--- src/rtl/mips_pkg.sv ---
// Shared MIPS decode vocabulary: ALU control codes, opcode/funct values and the
// bundle handed from the issue stage to the ALU.
package mips_pkg;

  localparam int XLEN = 32;

  typedef enum logic [3:0] {
    ALU_NONE = 4'd0,
    ALU_ADD  = 4'd1,
    ALU_SUB  = 4'd2,
    ALU_SLL  = 4'd3,
    ALU_SRL  = 4'd4,
    ALU_AND  = 4'd5,
    ALU_OR   = 4'd6,
    ALU_NOR  = 4'd7,
    ALU_SLTU = 4'd8,
    ALU_SLT  = 4'd9
  } alu_ctrl_e;

  localparam logic [5:0] OP_RTYPE = 6'h00;
  localparam logic [5:0] OP_BEQ   = 6'h04;
  localparam logic [5:0] OP_BNE   = 6'h05;
  localparam logic [5:0] OP_ADDI  = 6'h08;
  localparam logic [5:0] OP_ADDIU = 6'h09;
  localparam logic [5:0] OP_SLTI  = 6'h0A;
  localparam logic [5:0] OP_SLTIU = 6'h0B;
  localparam logic [5:0] OP_ANDI  = 6'h0C;
  localparam logic [5:0] OP_ORI   = 6'h0D;
  localparam logic [5:0] OP_LUI   = 6'h0F;
  localparam logic [5:0] OP_LW    = 6'h23;
  localparam logic [5:0] OP_SW    = 6'h2B;

  localparam logic [5:0] FN_SLL  = 6'h00;
  localparam logic [5:0] FN_SRL  = 6'h02;
  localparam logic [5:0] FN_SLLV = 6'h04;
  localparam logic [5:0] FN_SRLV = 6'h06;
  localparam logic [5:0] FN_ADD  = 6'h20;
  localparam logic [5:0] FN_ADDU = 6'h21;
  localparam logic [5:0] FN_SUB  = 6'h22;
  localparam logic [5:0] FN_SUBU = 6'h23;
  localparam logic [5:0] FN_AND  = 6'h24;
  localparam logic [5:0] FN_OR   = 6'h25;
  localparam logic [5:0] FN_NOR  = 6'h27;
  localparam logic [5:0] FN_SLT  = 6'h2A;
  localparam logic [5:0] FN_SLTU = 6'h2B;

  typedef struct packed {
    alu_ctrl_e       alu_control;
    logic [XLEN-1:0] data1;
    logic [XLEN-1:0] data2;
    logic [4:0]      dest;
    logic            reg_write;
    logic            illegal;
  } issue_bundle_t;

  function automatic logic [XLEN-1:0] sign_ext16(input logic [15:0] imm);
    return {{(XLEN-16){imm[15]}}, imm};
  endfunction

  function automatic logic [XLEN-1:0] zero_ext16(input logic [15:0] imm);
    return {{(XLEN-16){1'b0}}, imm};
  endfunction

endpackage

--- src/rtl/alu_issue_decode.sv ---
// Combinational decode of opcode/funct plus register operands into the ALU
// issue bundle (control code, selected/extended operands, writeback target).
module alu_issue_decode
  import mips_pkg::*;
(
  input  logic [5:0]      in_opcode,
  input  logic [5:0]      in_funct,
  input  logic [4:0]      in_shamt,
  input  logic [4:0]      in_rt_idx,
  input  logic [4:0]      in_rd_idx,
  input  logic [15:0]     in_imm,
  input  logic [XLEN-1:0] in_rs_data,
  input  logic [XLEN-1:0] in_rt_data,
  output issue_bundle_t   out_bundle
);

  issue_bundle_t w_b;
  logic          w_legal;

  always_comb begin
    w_b     = '0;
    w_legal = 1'b1;
    if (in_opcode == OP_RTYPE) begin
      w_b.data1     = in_rs_data;
      w_b.data2     = in_rt_data;
      w_b.dest      = in_rd_idx;
      w_b.reg_write = 1'b1;
      case (in_funct)
        FN_ADD, FN_ADDU: w_b.alu_control = ALU_ADD;
        FN_SUB, FN_SUBU: w_b.alu_control = ALU_SUB;
        FN_AND:          w_b.alu_control = ALU_AND;
        FN_OR:           w_b.alu_control = ALU_OR;
        FN_NOR:          w_b.alu_control = ALU_NOR;
        FN_SLT:          w_b.alu_control = ALU_SLT;
        FN_SLTU:         w_b.alu_control = ALU_SLTU;
        // Shifts move rt into data1; the amount comes from shamt or rs[4:0]
        FN_SLL, FN_SRL: begin
          w_b.alu_control = (in_funct == FN_SLL) ? ALU_SLL : ALU_SRL;
          w_b.data1       = in_rt_data;
          w_b.data2       = {{(XLEN-5){1'b0}}, in_shamt};
        end
        FN_SLLV, FN_SRLV: begin
          w_b.alu_control = (in_funct == FN_SLLV) ? ALU_SLL : ALU_SRL;
          w_b.data1       = in_rt_data;
          w_b.data2       = {{(XLEN-5){1'b0}}, in_rs_data[4:0]};
        end
        default: w_legal = 1'b0;
      endcase
    end else begin
      w_b.data1     = in_rs_data;
      w_b.dest      = in_rt_idx;
      w_b.reg_write = 1'b1;
      case (in_opcode)
        OP_ADDI, OP_ADDIU, OP_LW: begin
          w_b.alu_control = ALU_ADD;
          w_b.data2       = sign_ext16(in_imm);
        end
        OP_SLTI: begin
          w_b.alu_control = ALU_SLT;
          w_b.data2       = sign_ext16(in_imm);
        end
        OP_SLTIU: begin
          w_b.alu_control = ALU_SLTU;
          w_b.data2       = sign_ext16(in_imm);
        end
        OP_ANDI: begin
          w_b.alu_control = ALU_AND;
          w_b.data2       = zero_ext16(in_imm);
        end
        OP_ORI: begin
          w_b.alu_control = ALU_OR;
          w_b.data2       = zero_ext16(in_imm);
        end
        // LUI is issued as imm << 16 so the ALU needs no dedicated op
        OP_LUI: begin
          w_b.alu_control = ALU_SLL;
          w_b.data1       = zero_ext16(in_imm);
          w_b.data2       = XLEN'(16);
        end
        OP_SW: begin
          w_b.alu_control = ALU_ADD;
          w_b.data2       = sign_ext16(in_imm);
          w_b.dest        = 5'd0;
          w_b.reg_write   = 1'b0;
        end
        OP_BEQ, OP_BNE: begin
          w_b.alu_control = ALU_SUB;
          w_b.data2       = in_rt_data;
          w_b.dest        = 5'd0;
          w_b.reg_write   = 1'b0;
        end
        default: w_legal = 1'b0;
      endcase
    end
    if (!w_legal) begin
      w_b         = '0;
      w_b.illegal = 1'b1;
    end
    if (w_b.dest == 5'd0) w_b.reg_write = 1'b0;
  end

  assign out_bundle = w_b;

endmodule

--- src/rtl/alu_issue_stage.sv ---
// ID/EX issue stage: decodes the incoming instruction and holds the ALU bundle
// in a single-entry valid/ready pipeline register with flush.
module alu_issue_stage
  import mips_pkg::*;
#(
  parameter int DATA_W       = 32,
  parameter bit ILLEGAL_DROP = 1'b0
) (
  input  logic              clk,
  input  logic              rst,
  input  logic              flush,
  input  logic              in_valid,
  output logic              in_ready,
  input  logic [5:0]        in_opcode,
  input  logic [5:0]        in_funct,
  input  logic [4:0]        in_shamt,
  input  logic [4:0]        in_rt_idx,
  input  logic [4:0]        in_rd_idx,
  input  logic [15:0]       in_imm,
  input  logic [DATA_W-1:0] in_rs_data,
  input  logic [DATA_W-1:0] in_rt_data,
  output logic              out_valid,
  input  logic              out_ready,
  output logic [3:0]        out_alu_control,
  output logic [DATA_W-1:0] out_data1,
  output logic [DATA_W-1:0] out_data2,
  output logic [4:0]        out_dest,
  output logic              out_reg_write,
  output logic              out_illegal
);

  issue_bundle_t w_dec;
  issue_bundle_t r_bundle;
  logic          r_valid;
  logic          w_accept;
  logic          w_drop;

  alu_issue_decode u_decode (
    .in_opcode  (in_opcode),
    .in_funct   (in_funct),
    .in_shamt   (in_shamt),
    .in_rt_idx  (in_rt_idx),
    .in_rd_idx  (in_rd_idx),
    .in_imm     (in_imm),
    .in_rs_data (in_rs_data),
    .in_rt_data (in_rt_data),
    .out_bundle (w_dec)
  );

  assign in_ready = !r_valid || out_ready;
  assign w_accept = in_valid && in_ready && !flush;
  assign w_drop   = ILLEGAL_DROP && w_dec.illegal;

  // An accepted-but-dropped instruction only happens when the slot is empty or
  // draining this cycle, so clearing valid is correct in both cases.
  always_ff @(posedge clk) begin
    if (rst) begin
      r_valid  <= 1'b0;
      r_bundle <= '0;
    end else if (flush) begin
      r_valid <= 1'b0;
    end else if (w_accept) begin
      r_valid <= !w_drop;
      if (!w_drop) r_bundle <= w_dec;
    end else if (out_ready) begin
      r_valid <= 1'b0;
    end
  end

  assign out_valid       = r_valid;
  assign out_alu_control = r_bundle.alu_control;
  assign out_data1       = r_bundle.data1;
  assign out_data2       = r_bundle.data2;
  assign out_dest        = r_bundle.dest;
  assign out_reg_write   = r_bundle.reg_write;
  assign out_illegal     = r_bundle.illegal;

endmodule

--- config.mk ---
export PLATFORM = sky130hd
export DESIGN_NAME = alu_issue_stage
export DESIGN_NICKNAME = d
export VERILOG_FILES = /design/src/rtl/mips_pkg.sv /design/src/rtl/alu_issue_decode.sv /design/src/rtl/alu_issue_stage.sv
export SDC_FILE = /design/constraint.sdc
export NUM_CORES = 1
export LEC_CHECK = 0
export BUFFER_PORTS_ARGS = -buffer_cell sky130_fd_sc_hd__buf_2
export CORE_MARGIN = 1
export CORE_UTILIZATION = 35
export DETAILED_ROUTE_END_ITERATION = 10
export HOLD_SLACK_MARGIN = 0.06
export MAX_ROUTING_LAYER = met4
export PLACE_DENSITY_LB_ADDON = 0.05
export RECOVER_POWER = 100
export SLEW_MARGIN = 40
export SYNTH_ARGS = -nofsm -noshare
export SYNTH_HDL_FRONTEND = slang
export SYNTH_SLANG_ARGS = --single-unit
--- constraint.sdc ---
create_clock -name clk -period 4.1 [get_ports clk]
set_input_delay 0.82 -clock clk [delete_from_list [all_inputs] [get_ports clk]]
set_output_delay 0.82 -clock clk [all_outputs]
set_load 0.01 [all_outputs]
Yosys cells after proc, flatten, opt, wreduce, memory -nomap -nowiden
Cells that the tools add are included.
{"block": "classes", "n_eq_ne": 23, "mux": 16, "reduce_logical": 22, "bitwise_logic": 1}
{"operator": "32-bit case mux with 4 select lines", "n": 1}
{"operator": "64-bit case mux with 2 select lines", "n": 1}
{"operator": "75-bit two-way mux", "n": 1}
{"operator": "74-bit two-way mux", "n": 1}
{"operator": "6-bit == test, second input constant", "n": 11}
{"operator": "6-bit by 4-bit == test with 1-bit output, second input constant", "n": 7}
{"operator": "4-bit case mux with 9 select lines", "n": 1}
{"operator": "32-bit two-way mux", "n": 1}
{"operator": "4-bit case mux with 7 select lines", "n": 1}
{"operator": "6-bit by 3-bit == test with 1-bit output, second input constant", "n": 4}
{"operator": "2-bit OR reduction", "n": 7}
{"operator": "13-bit OR reduction", "n": 1}
{"operator": "6-bit logical NOT", "n": 2}
{"operator": "11-bit OR reduction", "n": 1}
{"operator": "6-bit by 2-bit == test with 1-bit output, second input constant", "n": 1}
{"operator": "1-bit two-way mux", "n": 6}
{"operator": "3-bit two-way mux", "n": 2}
{"operator": "6-bit two-way mux", "n": 1}
{"operator": "6-bit OR reduction", "n": 1}
{"operator": "5-bit logical NOT", "n": 1}
{"operator": "4-bit OR reduction", "n": 1}
{"operator": "3-bit OR reduction", "n": 1}
{"operator": "1-bit logical AND", "n": 2}
{"operator": "1-bit logical NOT", "n": 2}
{"operator": "other kinds (4)", "n": 4}
{"block": "totals", "register_bits": 76, "input_bits": 112}

Logic depth before layout (Yosys ltp)
Gate-level depths: netlist (run 1).
{"block": "logic_depth", "ltp_word": 7, "mapped_depth": 8, "depth_no_buf": 5}

Modules after synthesis
A second synthesis (run 1) with hierarchy kept.
{"block": "unflattened", "hier_cells": 632, "hier_area_um2": 5525.3}
{"module": "alu_issue_stage", "area_each_um2": 3379.5, "seq_area_each_um2": 1521.5, "cells_each": 330, "instances": 1}
{"module": "alu_issue_decode", "area_each_um2": 2145.8, "seq_area_each_um2": 0.0, "cells_each": 302, "instances": 1}

Least setup slack after synthesis (run 1)
Ideal clock, no wire load.
{"block": "synth_timing", "path_kind": "input to register", "from": "input in_opcode[1]", "to": "register r_bundle (netlist bit out_data1[28])", "setup_time_ns": 0.129, "t_required_ns": 3.971, "stages": 8, "setup_slack_ns": 1.734, "arrival_ns": 2.237, "path_buffers": 3, "cell_sequence": "buf_4 > nor2_1 > nand3_2 > buf_6 > nor2_4 > buf_4 > mux2i_1 > o21ai_0"}
{"block": "synth_between", "elab_chain_cells": 5, "word_cells_on_any_way": 18}
{"element": "start: declaration", "line": "alu_issue_stage.sv:14", "rtl": "input logic [5:0] in_opcode,"}
{"element": "6-bit by 4-bit == test with 1-bit output, or another cell as far along", "line": "alu_issue_decode.sv:53", "rtl": "case (in_opcode)"}
{"element": "11-bit OR reduction (no line)"}
{"element": "1-bit two-way mux", "line": "alu_issue_decode.sv:53"}
{"element": "1-bit two-way mux", "line": "alu_issue_decode.sv:23", "rtl": "if (in_opcode == OP_RTYPE) begin"}
{"element": "75-bit two-way mux (*)", "line": "alu_issue_decode.sv:95", "rtl": "if (!w_legal) begin"}
{"element": "end signal: assignment", "line": "alu_issue_stage.sv:64", "rtl": "if (!w_drop) r_bundle <= w_dec;"}
{"element": "end: declaration", "line": "alu_issue_stage.sv:33", "rtl": "issue_bundle_t r_bundle;"}
Every way passes the cells marked *; elsewhere a longest branch is shown, timed or not.
A chain may end at the register's enable or synchronous reset.

Worst setup path in the final report (run 1)
{"block": "layout_timing", "from": "input in_opcode[5]", "to": "register r_bundle (netlist bit out_data1[30])"}
Same word-level chain as after synthesis.

==> key figures, run 1 <==
Status
  – Status: finished clean

Drt
  – 1st-iter DRT viols: 231
  – Vias per inst: 5.219
  – Final ANT Viol Nets: 0
  – Initial DRT Pass Iterations: 5
  – DRC: 0
  – DRT Wirelength: 11980 µm
  – Vias: a little under 4000
  – Wire per inst: roughly 16 µm

Floorplanning
  – Die area: 0.01095 mm²
  – Num rows: 37
  – Top Ports: 189
  – Die Span Y: 104.6 µm
  – Core Footprint: 0.01028 mm²
  – Die Width: 104.6 µm
  – Starting Density: 35.88%

Cells and area
  – Most common cell after layout, fill and taps aside: buf_2
  – Filler cell count: roughly 1100
  – Footprint of the multi-input gates: 0.001977 mm²
  – FF/Latch Area: 0.001521 mm²
  – Leading cell types in the layout, fill and taps excluded: buf_2 (110), nand2_1 (83), clkbuf_1 (78)
  – Final #Nets: 731
  – Antenna cells: 0
  – Share of cells above drive strength 1: 23.27%
  – Syn-to-layout area delta: 30.10%
  – Post-layout util: 46.68%

Yosys
  – Synth area leader: dfxtp_1
  – Flops & latches, synth: 76
  – Seq/Total Area, Yosys: 41.26%
  – Synth cell types: between 50 and 60
  – Synth area leaders: dfxtp_1 (41%), nand2_1 (8.4%), o21ai_0 (6.1%)
  – Synth Cell Area: 0.003687 mm²
  – Area share of the largest cell type after synthesis: 41.26%
  – Synth Instances: 448
  – Number of synthesized flops with an enable pin: 0
  – Post-Syn Nets: 560
  – Post-synth ARST share: 0%
  – Most used DFF post-synth: dfxtp_1
  – Ys Warns: 0
  – Post-Syn Area per Cell: 8.231 µm²

CTS
  – Setup Fix Bufs, Post-CTS: 0
  – TritonCTS buffer count: 9
  – Clock Path Buffers: 2
  – Post-cts sizing count: 0
  – CTS sink count: between 70 and 80
  – Cts hold-fix bufs: 0
  – Clock slew at reported path FFs: 0.08 ns
  – H-tree Lvls: 3
  – CTS tree: built
  – Clock Latency Late Sink: 0.35 ns
  – CTS Root Cell: clkbuf_8

Job
  – Max-Cap Viols: 0

STA
  – Clock skew: approximately 0.008 ns
  – Final Slew Violations: 0
  – TNS Setup: 0 ns
  – Tmin final: roughly 3.0 ns
  – Setup Viol. Count Final: 0
  – RSZ-0062 raised after global routing: no
  – Highest attainable clock frequency: 329.2 MHz
  – Least-Margin Pin Slew: 1.105 ns
  – Worst hold slack: 0.4549 ns
  – Tcrit/Tclk final: 74.10%
  – Final Hold Fails: 0
  – Max-slew headroom: 26.23%

Critical path
  – Worst-path fanout max: 18
  – Worst path required time: 4.32 ns
  – Reg-to-reg slack, setup: 1.80 ns
  – Worst EP arrival: 3.26 ns
  – Crit path kind: input port to register
  – Critical Path Sink Type: register
  – Buf+Inv Stages, Crit Path: 1
  – Top delay family on crit path: simple AND/OR/NAND/NOR gates
  – Sequence of cells on the critical path: clkbuf_1 -> nor2_1 -> nand3_1 -> nor2_2 -> mux2i_1 -> o21ai_0
  – Reg-to-Reg Start: out_valid
  – Critical Path Start Type: input port
  – FF-to-FF path depth: 7
  – Worst path slowest cell: nor2_2
  – Max incr delay on CP: 1.05 ns
  – R2R Path End: out_alu_control[1]

Pwr
  – Leakage: approximately 1.8 nW
  – Power Density: 326.5 mW/mm²
  – Largest vdd supply drop: approximately 140 µV

Min path
  – Hold Crit Endpoint: out_data2[13]
  – Hold path depth: 2
  – Hold Crit Class: register to register
  – Min-delay src: out_data2[13]

Global route
  – Vias in the first global route: 3699
  – Initial antenna violation count: 0
  – GRT Resource Usage Total: between 20% and 30%
  – Gr ovfl total: 0
  – Largest net degree at the start of global routing: 56
  – First-pass GRT wire length: 18680 µm

Place
  – Routability cong.: 0.8256
  – # port buffers: 188
  – DP HPWL: 8452 µm
==> per-layer routing <==
layer  track usage (%)  part of all wire [%]  up-vias
met2             35.38                    48      140
li1                  -                     -     1983
met1             28.30                    46     1829
met5                 -                     0        -
met3             4.367                   5.1        9
met4             5.835                   1.3        0
==> cells in the mapped netlist (2+ instances only) <==
library cell and number:
mux2i_1 18, buf_6 3, dfxtp_1 76, or4_1 2
nand2b_1 3, o21ai_1 2, buf_2 7, o21ai_0 45
a221oi_1 6, a21o_1 3, nor2b_1 3, nor3_1 6
nand3_1 7, nand2_1 83, a211oi_1 8, inv_1 5
and3_1 2, nand4_1 8, o31ai_1 23, a31oi_1 5
a22oi_1 16, a21oi_1 23, nor2_1 29, buf_4 5
o22ai_1 16, clkbuf_1 18
==> through the flow <==
| step | cells | power, W | worst slack (ns) | cell area [µm²] |
|---|---|---|---|---|
| after floorplan | 448 | 0.0008579 | 1.734 | 3687 |
| final | 759 | 0.001566 | 1.062 | 4797 |
| after detailed placement | 744 | 0.0009586 | 0.9215 | 4692 |
| after global routing | 759 | 0.001639 | 0.7823 | 4797 |
| after global placement | 743 | 0.0009573 | 0.9406 | 4682 |
| after CTS | 759 | 0.001590 | 1.320 | 4906 |
==> flip-flops by register name, indices dropped and copies added, names as in the netlist <==
register / flops
out_alu_control: 4
out_data2: 32
out_illegal: 1
out_reg_write: 1
out_dest: 5
out_data1: 32
out_valid: 1
==> power breakdown <==
| part | leakage (nW) | internal (W) | total (W) | switching [W] |
|---|---|---|---|---|
| combinational | 1.13 | 0.0000795 | 0.000188 | 0.000108 |
| sequential | 0.613 | 0.000746 | 0.000751 | 0.00000446 |
| clock | 0.105 | 0.000340 | 0.000628 | 0.000288 |
| total | 1.85 | 0.00117 | 0.00157 | 0.000400 |
==> worst min-delay path: cells and delay by family (launching register included) <==
kind               cells  cell delay (ns)
DFF                    1             0.33
AOI/OAI and AO/OA      1             0.05
and+or+nand+nor        1             0.05
==> how the worst max path moves through the flow <==
stage / startpoint / endpoint / slack, ns / cells after the start
floorplan: in_opcode[1] / out_data1[28] / 1.73 / 8
detailed placement: in_opcode[2] / out_alu_control[1] / 0.92 / 7
global route: in_opcode[5] / out_data1[30] / 0.78 / 6
finish: in_opcode[5] / out_data1[30] / 1.06 / 6
global placement: in_opcode[2] / out_data1[1] / 0.94 / 6
CTS: in_opcode[2] / out_alu_control[1] / 1.32 / 7
==> cell type report <==
type / count / share of cell area, %
Clock inverter: 6 / 1.878
Tap cell: 136 / 3.547
Sequential cell: 76 / 31.72
Inverter: 5 / 0.3912
Multi-Input combinational cell: 332 / 41.21
Clock buffer: 9 / 2.582
Timing Repair Buffer: 195 / 18.68
==> logic make-up after synthesis <==
family	after synthesis	share of synthesized area, %
flip-flops	76	41.26
adder cells (fa/ha/maj)	1	0.2715
AND/OR/NAND/NOR	156	20.05
multiplexers	20	5.802
buffers and inverters	40	5.463
AO/OA/AOI/OAI	155	27.15
Note: power is estimated with default switching activity, not from simulation.
==> run 2: changes to the inputs <==
==> constraint.sdc (replaced) <==
create_clock -name clk -period 2.65 [get_ports clk]
set_input_delay 0.53 -clock clk [delete_from_list [all_inputs] [get_ports clk]]
set_output_delay 0.53 -clock clk [all_outputs]
set_load 0.01 [all_outputs]
==> key figures, run 2 (same netlist as run 1, synthesis figures left out) <==
Floorplanning
  – Core Footprint: 0.01028 mm² (unchanged)
  – Die area: 0.01095 mm² (unchanged)
  – Die Width: 104.6 µm (unchanged)
  – Die Span Y: 104.6 µm (unchanged)
  – Num rows: 37 (unchanged)
  – Starting Density: 35.88% (unchanged)
  – Top Ports: 189 (unchanged)

Place
  – Worst slack at placement: 0.2885 ns (-0.6330 ns)
  – DP HPWL: 8615 µm (+1.9%)
  – Routability cong.: 0.8343 (+1.1%)
  – Placed cell areas: 0.004777 mm² (+1.8%)
  – # port buffers: 188 (unchanged)

Critical path
  – Crit path kind: input port to register
  – Worst path required time: 2.92 ns (-1.40 ns)
  – Cell mode on critical path: buf_4
  – Buf+Inv Stages, Crit Path: 3 (+2)
  – Worst path slowest cell: a311oi_1
  – Max incr delay on CP: 0.49 ns (-0.56 ns)
  – Worst-path fanout max: 13 (-5)
  – Critical Path Start Type: input port
  – Critical Path Sink Type: register
  – Worst EP arrival: 2.47 ns (-0.79 ns)
  – Top delay family on crit path: buffers and inverters
  – Sequence of cells on the critical path: buf_2 -> nor2b_1 -> or3_4 -> a311oi_1 -> buf_4 -> nand4b_1 -> buf_4 -> o21ai_0

Min path
  – Hold Crit Class: input port to register

Drt
  – Vias per inst: 5.144 (-1.4%)
  – DRC: 0 (unchanged)
  – 1st-iter DRT viols: 177 (-23%)
  – Wire per inst: 15.41 µm (-2.4%)
  – Final ANT Viol Nets: 0 (unchanged)
  – Initial DRT Pass Iterations: 4 (-1)
  – DRT Wirelength: 11860 µm (-1.0%)
  – Vias: 3961 (unchanged)

CTS
  – Post-cts sizing count: 0 (unchanged)
  – CTS tree: built
  – Clock Path Buffers: 2 (unchanged)
  – Setup Fix Bufs, Post-CTS: 0 (unchanged)
  – Clock Latency Late Sink: 0.35 ns (about the same)
  – CTS Root Cell: clkbuf_8
  – H-tree Lvls: 3 (unchanged)
  – CTS sink count: 76 (unchanged)
  – TritonCTS buffer count: 9 (unchanged)
  – Clock slew at reported path FFs: 0.09 ns (about the same)
  – Cts hold-fix bufs: 0 (unchanged)

Cells and area
  – Final #Nets: 741 (+1.4%)
  – Leading cell types in the layout, fill and taps excluded: buf_2 (111), nand2_1 (83), clkbuf_1 (77)
  – Share of cells above drive strength 1: 24.45% (+1.2 points)
  – Filler cell count: 1161 (+2.1%)
  – Most common cell after layout, fill and taps aside: buf_2
  – Antenna cells: 0 (unchanged)
  – Final non-filler cell area: 0.004865 mm² (+1.4%)
  – Syn-to-layout area delta: 31.93%

STA
  – Setup Viol. Count Final: 0 (unchanged)
  – Clock skew: 0.009517 ns (+0.001431 ns)
  – Setup WS post-layout: 0.4494 ns (-0.6124 ns)
  – Least-Margin Pin Slew: 0.5051 ns (-0.6002 ns)
  – Tcrit/Tclk final: roughly 83%
  – Final Slew Violations: 0 (unchanged)
  – Final Hold Fails: 0 (unchanged)
  – Highest attainable clock frequency: between 400 and 500 MHz
  – RSZ-0062 raised after global routing: no
  – Max-slew headroom: 66.10% (+40 points)
  – Worst hold slack: 0.3343 ns (-0.1206 ns)
  – TNS Setup: 0 ns (unchanged)
  – Tmin final: 2.201 ns

Global route
  – Vias in the first global route: 3712 (+0.35%)
  – First-pass GRT wire length: 18860 µm (+0.96%)
  – GRT Resource Usage Total: 22.32% (+0.28 points)
  – Largest net degree at the start of global routing: 45 (-20%)
  – Gr ovfl total: 0 (unchanged)
  – Initial antenna violation count: 0 (unchanged)

Pwr
  – Power Density: 491.0 mW/mm² (+50%)
  – Overall Power: 0.002388 W (+52%)
  – Leakage: 1.882 nW (+2.0%)
  – Largest vdd supply drop: 232.4 µV (+67%)

Job
  – Max-Cap Viols: 0 (unchanged)

Status
  – Status: finished clean
[run 2: worst paths after layout]
kind                       from            end  slack, ns  cells past startpoint
setup / recovery   in_opcode[2]  out_data1[30]       0.45                      8
hold / removal            flush      out_valid       0.33                      2
setup reg to reg      out_valid  out_data1[30]       0.76                      7
hold reg to reg   out_data2[30]  out_data2[30]       0.46                      2
[run 2: final cells by class]
cell class,count,area (µm²),share of cell area [%]
repair buffers,205,984.7,20.24
well taps,136,170.2,3.498
flip-flops and latches,76,1521,31.28
inverters,5,18.77,0.3858
multi-input cells,332,1961,40.30
clock inverters,6,71.32,1.466
clock buffers,10,137.6,2.829
[run 2: worst register-to-register path, stage by stage, from the launching register on]
cell      delay [ns]
dfxtp_1         0.32
nand2b_1        0.11
nand3b_1        0.13
a311oi_1        0.49
buf_4           0.28
nand4b_1        0.10
buf_4           0.19
o21ai_0         0.18
[run 2: power breakdown]
group	total [W]	leakage, nW	internal, W	switching [W]
Combinational	0.000291	1.17	0.000127	0.000165
Clock	0.000936	0.0995	0.000469	0.000467
Sequential	0.00116	0.613	0.00115	0.00000675
[run 2: stage by stage]
stage / instances / utilization, %
after global routing: 770 / 47.33
after CTS: 770 / 48.51
after global placement: 754 / 46.48
final: 770 / 47.33
after floorplan: 448 / -
after detailed placement: 754 / 46.48
[run 2: metal layers]
metal | global-route usage [%] | routed length (µm) | up-vias
met3 | 3.556 | 587 | 12
met1 | 29.44 | 5513 | 1819
met2 | 35.24 | 5616 | 128
met5 | - | 0 | -
met4 | 6.539 | 146 | 0
li1 | - | - | 2002
==> run 3: changes to the inputs <==
--- a/config.mk
+++ b/config.mk
@@ -5,6 +5,7 @@
 export SDC_FILE = /design/constraint.sdc
 export NUM_CORES = 1
 export LEC_CHECK = 0
+export ABC_AREA = 1
 export BUFFER_PORTS_ARGS = -buffer_cell sky130_fd_sc_hd__buf_2
 export CORE_MARGIN = 1
 export CORE_UTILIZATION = 35
==> constraint.sdc (replaced) <==
create_clock -name clk -period 1.9 [get_ports clk]
set_input_delay 0.38 -clock clk [delete_from_list [all_inputs] [get_ports clk]]
set_output_delay 0.38 -clock clk [all_outputs]
set_load 0.01 [all_outputs]
==> key figures, run 3 <==
Yosys
  – Most used DFF post-synth: dfxtp_1
  – Synth area leaders: dfxtp_1 (35%), nand2_1 (17%), a21oi_1 (14%)
  – Post-synthesis mux area share: 0% (-5.8 points)
  – Top-count cell post-synth: nand2_1
  – Synth top cells by count: nand2_1 (193), a21oi_1 (122), o21ai_0 (87)
  – Flops & latches, synth: 76 (unchanged)
  – Post-Syn Area per Cell: 6.225 µm² (-24%)
  – Synth Cell Area: 0.004289 mm² (+16%)
  – Largest family of logic cells by synthesized area: simple AND/OR/NAND/NOR gates
  – Post-synth ARST share: 0% (unchanged)
  – Synth cell types: 31 (-40%)
  – Synth area leader: dfxtp_1
  – Ys Warns: 0 (unchanged)
  – Seq/Total Area, Yosys: 35.47% (-5.8 points)
  – Number of synthesized flops with an enable pin: 0 (unchanged)
  – Post-Synth Simple-Gate Area: 26.69% (+6.6 points)
  – Post-Synth XOR/XNOR Area: 0% (unchanged)
  – Adder-Cell Fraction of Synth Area: 0% (-0.27 points)
  – Post-Syn Nets: 801 (+43%)
  – Synth Instances: 689 (+54%)
  – Post-synthesis compound-gate area fraction: 26.46% (-0.69 points)
  – Area share of the largest cell type after synthesis: 35.47% (-5.8 points)

Drt
  – DR top layer: met4
  – Vias per inst: 5.012 (-2.6%)
  – 1st-iter DRT viols: 349 (+97%)
  – DRT Wirelength: 14820 µm (+25%)
  – DRC: 0 (unchanged)
  – Final ANT Viol Nets: 0 (unchanged)
  – WL met1: 6765 µm (+23%)
  – WL met3: 1079 µm (+84%)
  – WL met2: 6723 µm (+20%)
  – Vias: 5217 (+32%)
  – Initial DRT Pass Iterations: 5 (+1)
  – Wire per inst: 14.24 µm (-7.6%)

Global route
  – First-pass GRT wire length: 23760 µm (+26%)
  – GRT Resource Usage Total: 24.35% (+2.0 points)
  – Largest net degree at the start of global routing: 36 (-20%)
  – Initial antenna violation count: 0 (unchanged)
  – Vias in the first global route: 4830 (+30%)
  – Gr ovfl total: 0 (unchanged)

CTS
  – Setup Fix Bufs, Post-CTS: 0 (unchanged)
  – Post-cts sizing count: 0 (unchanged)
  – CTS Root Cell: clkbuf_16
  – Cts hold-fix bufs: 0 (unchanged)
  – CTS sink count: 76 (unchanged)
  – TritonCTS buffer count: 9 (unchanged)
  – Clock slew at reported path FFs: 0.06 ns (-0.03 ns)
  – CTS tree: built
  – Clock Latency Late Sink: 0.34 ns (about the same)
  – Clock Path Buffers: 2 (unchanged)
  – H-tree Lvls: 3 (unchanged)

Critical path
  – Worst-path fanout max: 32 (+19)
  – Worst path required time: 2.17 ns (-0.75 ns)
  – Critical Path Start Type: input port
  – Max incr delay on CP: 0.29 ns (-0.20 ns)
  – Critical Path Sink Type: register
  – Worst Setup SP: in_opcode[5]
  – Sequence of cells on the critical path: buf_2 -> nor2_2 -> nand3_1 -> buf_4 -> nor2_1 -> buf_4 -> nor2_1 -> a21oi_1 -> nand3_1 -> a21oi_1
  – Crit path kind: input port to register
  – Worst EP arrival: 1.99 ns (-0.48 ns)
  – Worst path slowest cell: buf_4
  – Top delay family on crit path: simple AND/OR/NAND/NOR gates
  – Buf+Inv Stages, Crit Path: 3 (unchanged)
  – Reg-to-Reg Start: out_valid

Cells and area
  – Most common cell after layout, fill and taps aside: nand2_1
  – Share of cells above drive strength 1: 20.02% (-4.4 points)
  – Syn-to-layout area delta: 35.03%
  – Antenna cells: 0 (unchanged)
  – Final #Nets: 1001 (+35%)
  – Leading cell types in the layout, fill and taps excluded: nand2_1 (193), a21oi_1 (122), buf_2 (110)

Floorplanning
  – Die area: 0.01270 mm² (+16%)
  – Top Ports: 189 (unchanged)
  – Die Width: 112.7 µm (+7.7%)
  – Starting Density: 35.86% (about the same)
  – Die Span Y: 112.7 µm (+7.7%)
  – Num rows: 40 (+8.1%)
  – Core Footprint: 0.01196 mm² (+16%)

Place
  – DP HPWL: 11210 µm (+30%)
  – Routability cong.: 0.8797 (+5.4%)
  – # port buffers: 188 (unchanged)

STA
  – Final Hold Fails: 0 (unchanged)
  – Clock skew: 0.005908 ns (-0.003609 ns)
  – Least-Margin Pin Slew: 0.6087 ns (+0.1036 ns)
  – Max-slew headroom: 59.42% (-6.7 points)
  – RSZ-0062 raised after global routing: no
  – Final Slew Violations: 0 (unchanged)
  – Tmin final: ~1.7 ns
  – Highest attainable clock frequency: approximately 600 MHz
  – Tcrit/Tclk final: 90.26%
  – Setup Viol. Count Final: 0 (unchanged)
  – TNS Setup: 0 ns (unchanged)

Pwr
  – Largest vdd supply drop: 413.6 µV (+78%)
  – Leakage: 2.540 nW (+35%)
  – Overall Power: 0.004014 W (+68%)
  – Power Density: 693.1 mW/mm² (+41%)

Job
  – Max-Cap Viols: 0 (unchanged)

Min path
  – Hold Crit Class: input port to register
  – Min-delay src: flush

Status
  – Status: finished clean
[run 3: cell types whose count changed after synthesis, sizes merged, moves of 7 or more]
cell / change
nand2: +112
a22oi: -16
o31ai: -23
a211oi: -7
o21ai: +41
a21oi: +100
inv: +64
mux2i: -19
clkbuf: +8
nand3: +34
o22ai: -14
[run 3: worst paths after layout]
path	endpoint	slack (ns)	cells past startpoint
worst max-delay path	out_data1[25]	0.19	10
worst min-delay path	out_valid	0.23	2
worst max register to register	out_data2[14]	0.44	8
worst min register to register	out_data1[3]	0.46	2
[run 3: area by class of cell]
class	instances	area (µm²)
clock buffers	9	225.2
repair buffers	232	1220
fillers	1320	6170
well taps	147	183.9
multi-input cells	499	2275
flip-flops and latches	76	1521
clock inverters	7	98.84
inverters	71	267.8
[run 3: metal layers]
layer | global-route usage (%) | vias to the layer above
met3 | 4.606 | 18
met1 | 31.56 | 2336
li1 | - | 2663
met4 | 8.533 | 0
met5 | - | -
met2 | 37.94 | 200
[run 3: worst reg2reg max path: cells and delay by family, from the launching register on]
kind	cells	cell delay [ns]
flip-flops	1	0.31
AO/OA/AOI/OAI	1	0.13
buffers and inverters	3	0.41
AND/OR/NAND/NOR	4	0.55
[run 3: report_power, final]
group          switching, W  leakage [nW]  internal [W]
Combinational      0.000310          1.77      0.000209
Clock              0.000710         0.156       0.00116
Sequential        0.0000118         0.614       0.00162
[run 3: metrics by stage]
| step | std cells | cell area, µm² | utilization, % | hold WS [ns] | setup slack, ns |
|---|---|---|---|---|---|
| 3_5_place_dp | 1025 | 5602 | 46.83 | 0.4547 | -0.08933 |
| 2_1_floorplan | 689 | 4289 | - | 0.4585 | 0.2726 |
| 3_3_place_gp | 1025 | 5602 | 46.83 | 0.4498 | -0.04194 |
| 4_1_cts | 1041 | 5926 | 49.54 | 0.2157 | 0.2547 |
| 5_1_grt | 1041 | 5792 | 48.42 | 0.2211 | 0.02061 |
| 6_report | 1041 | 5792 | 48.42 | 0.2307 | 0.1850 |
[run 3: cell families after synthesis]
logic type | after synthesis
AND/OR/NAND/NOR | 278
AO/OA/AOI/OAI | 221
buffers and inverters | 114
flip-flops | 76
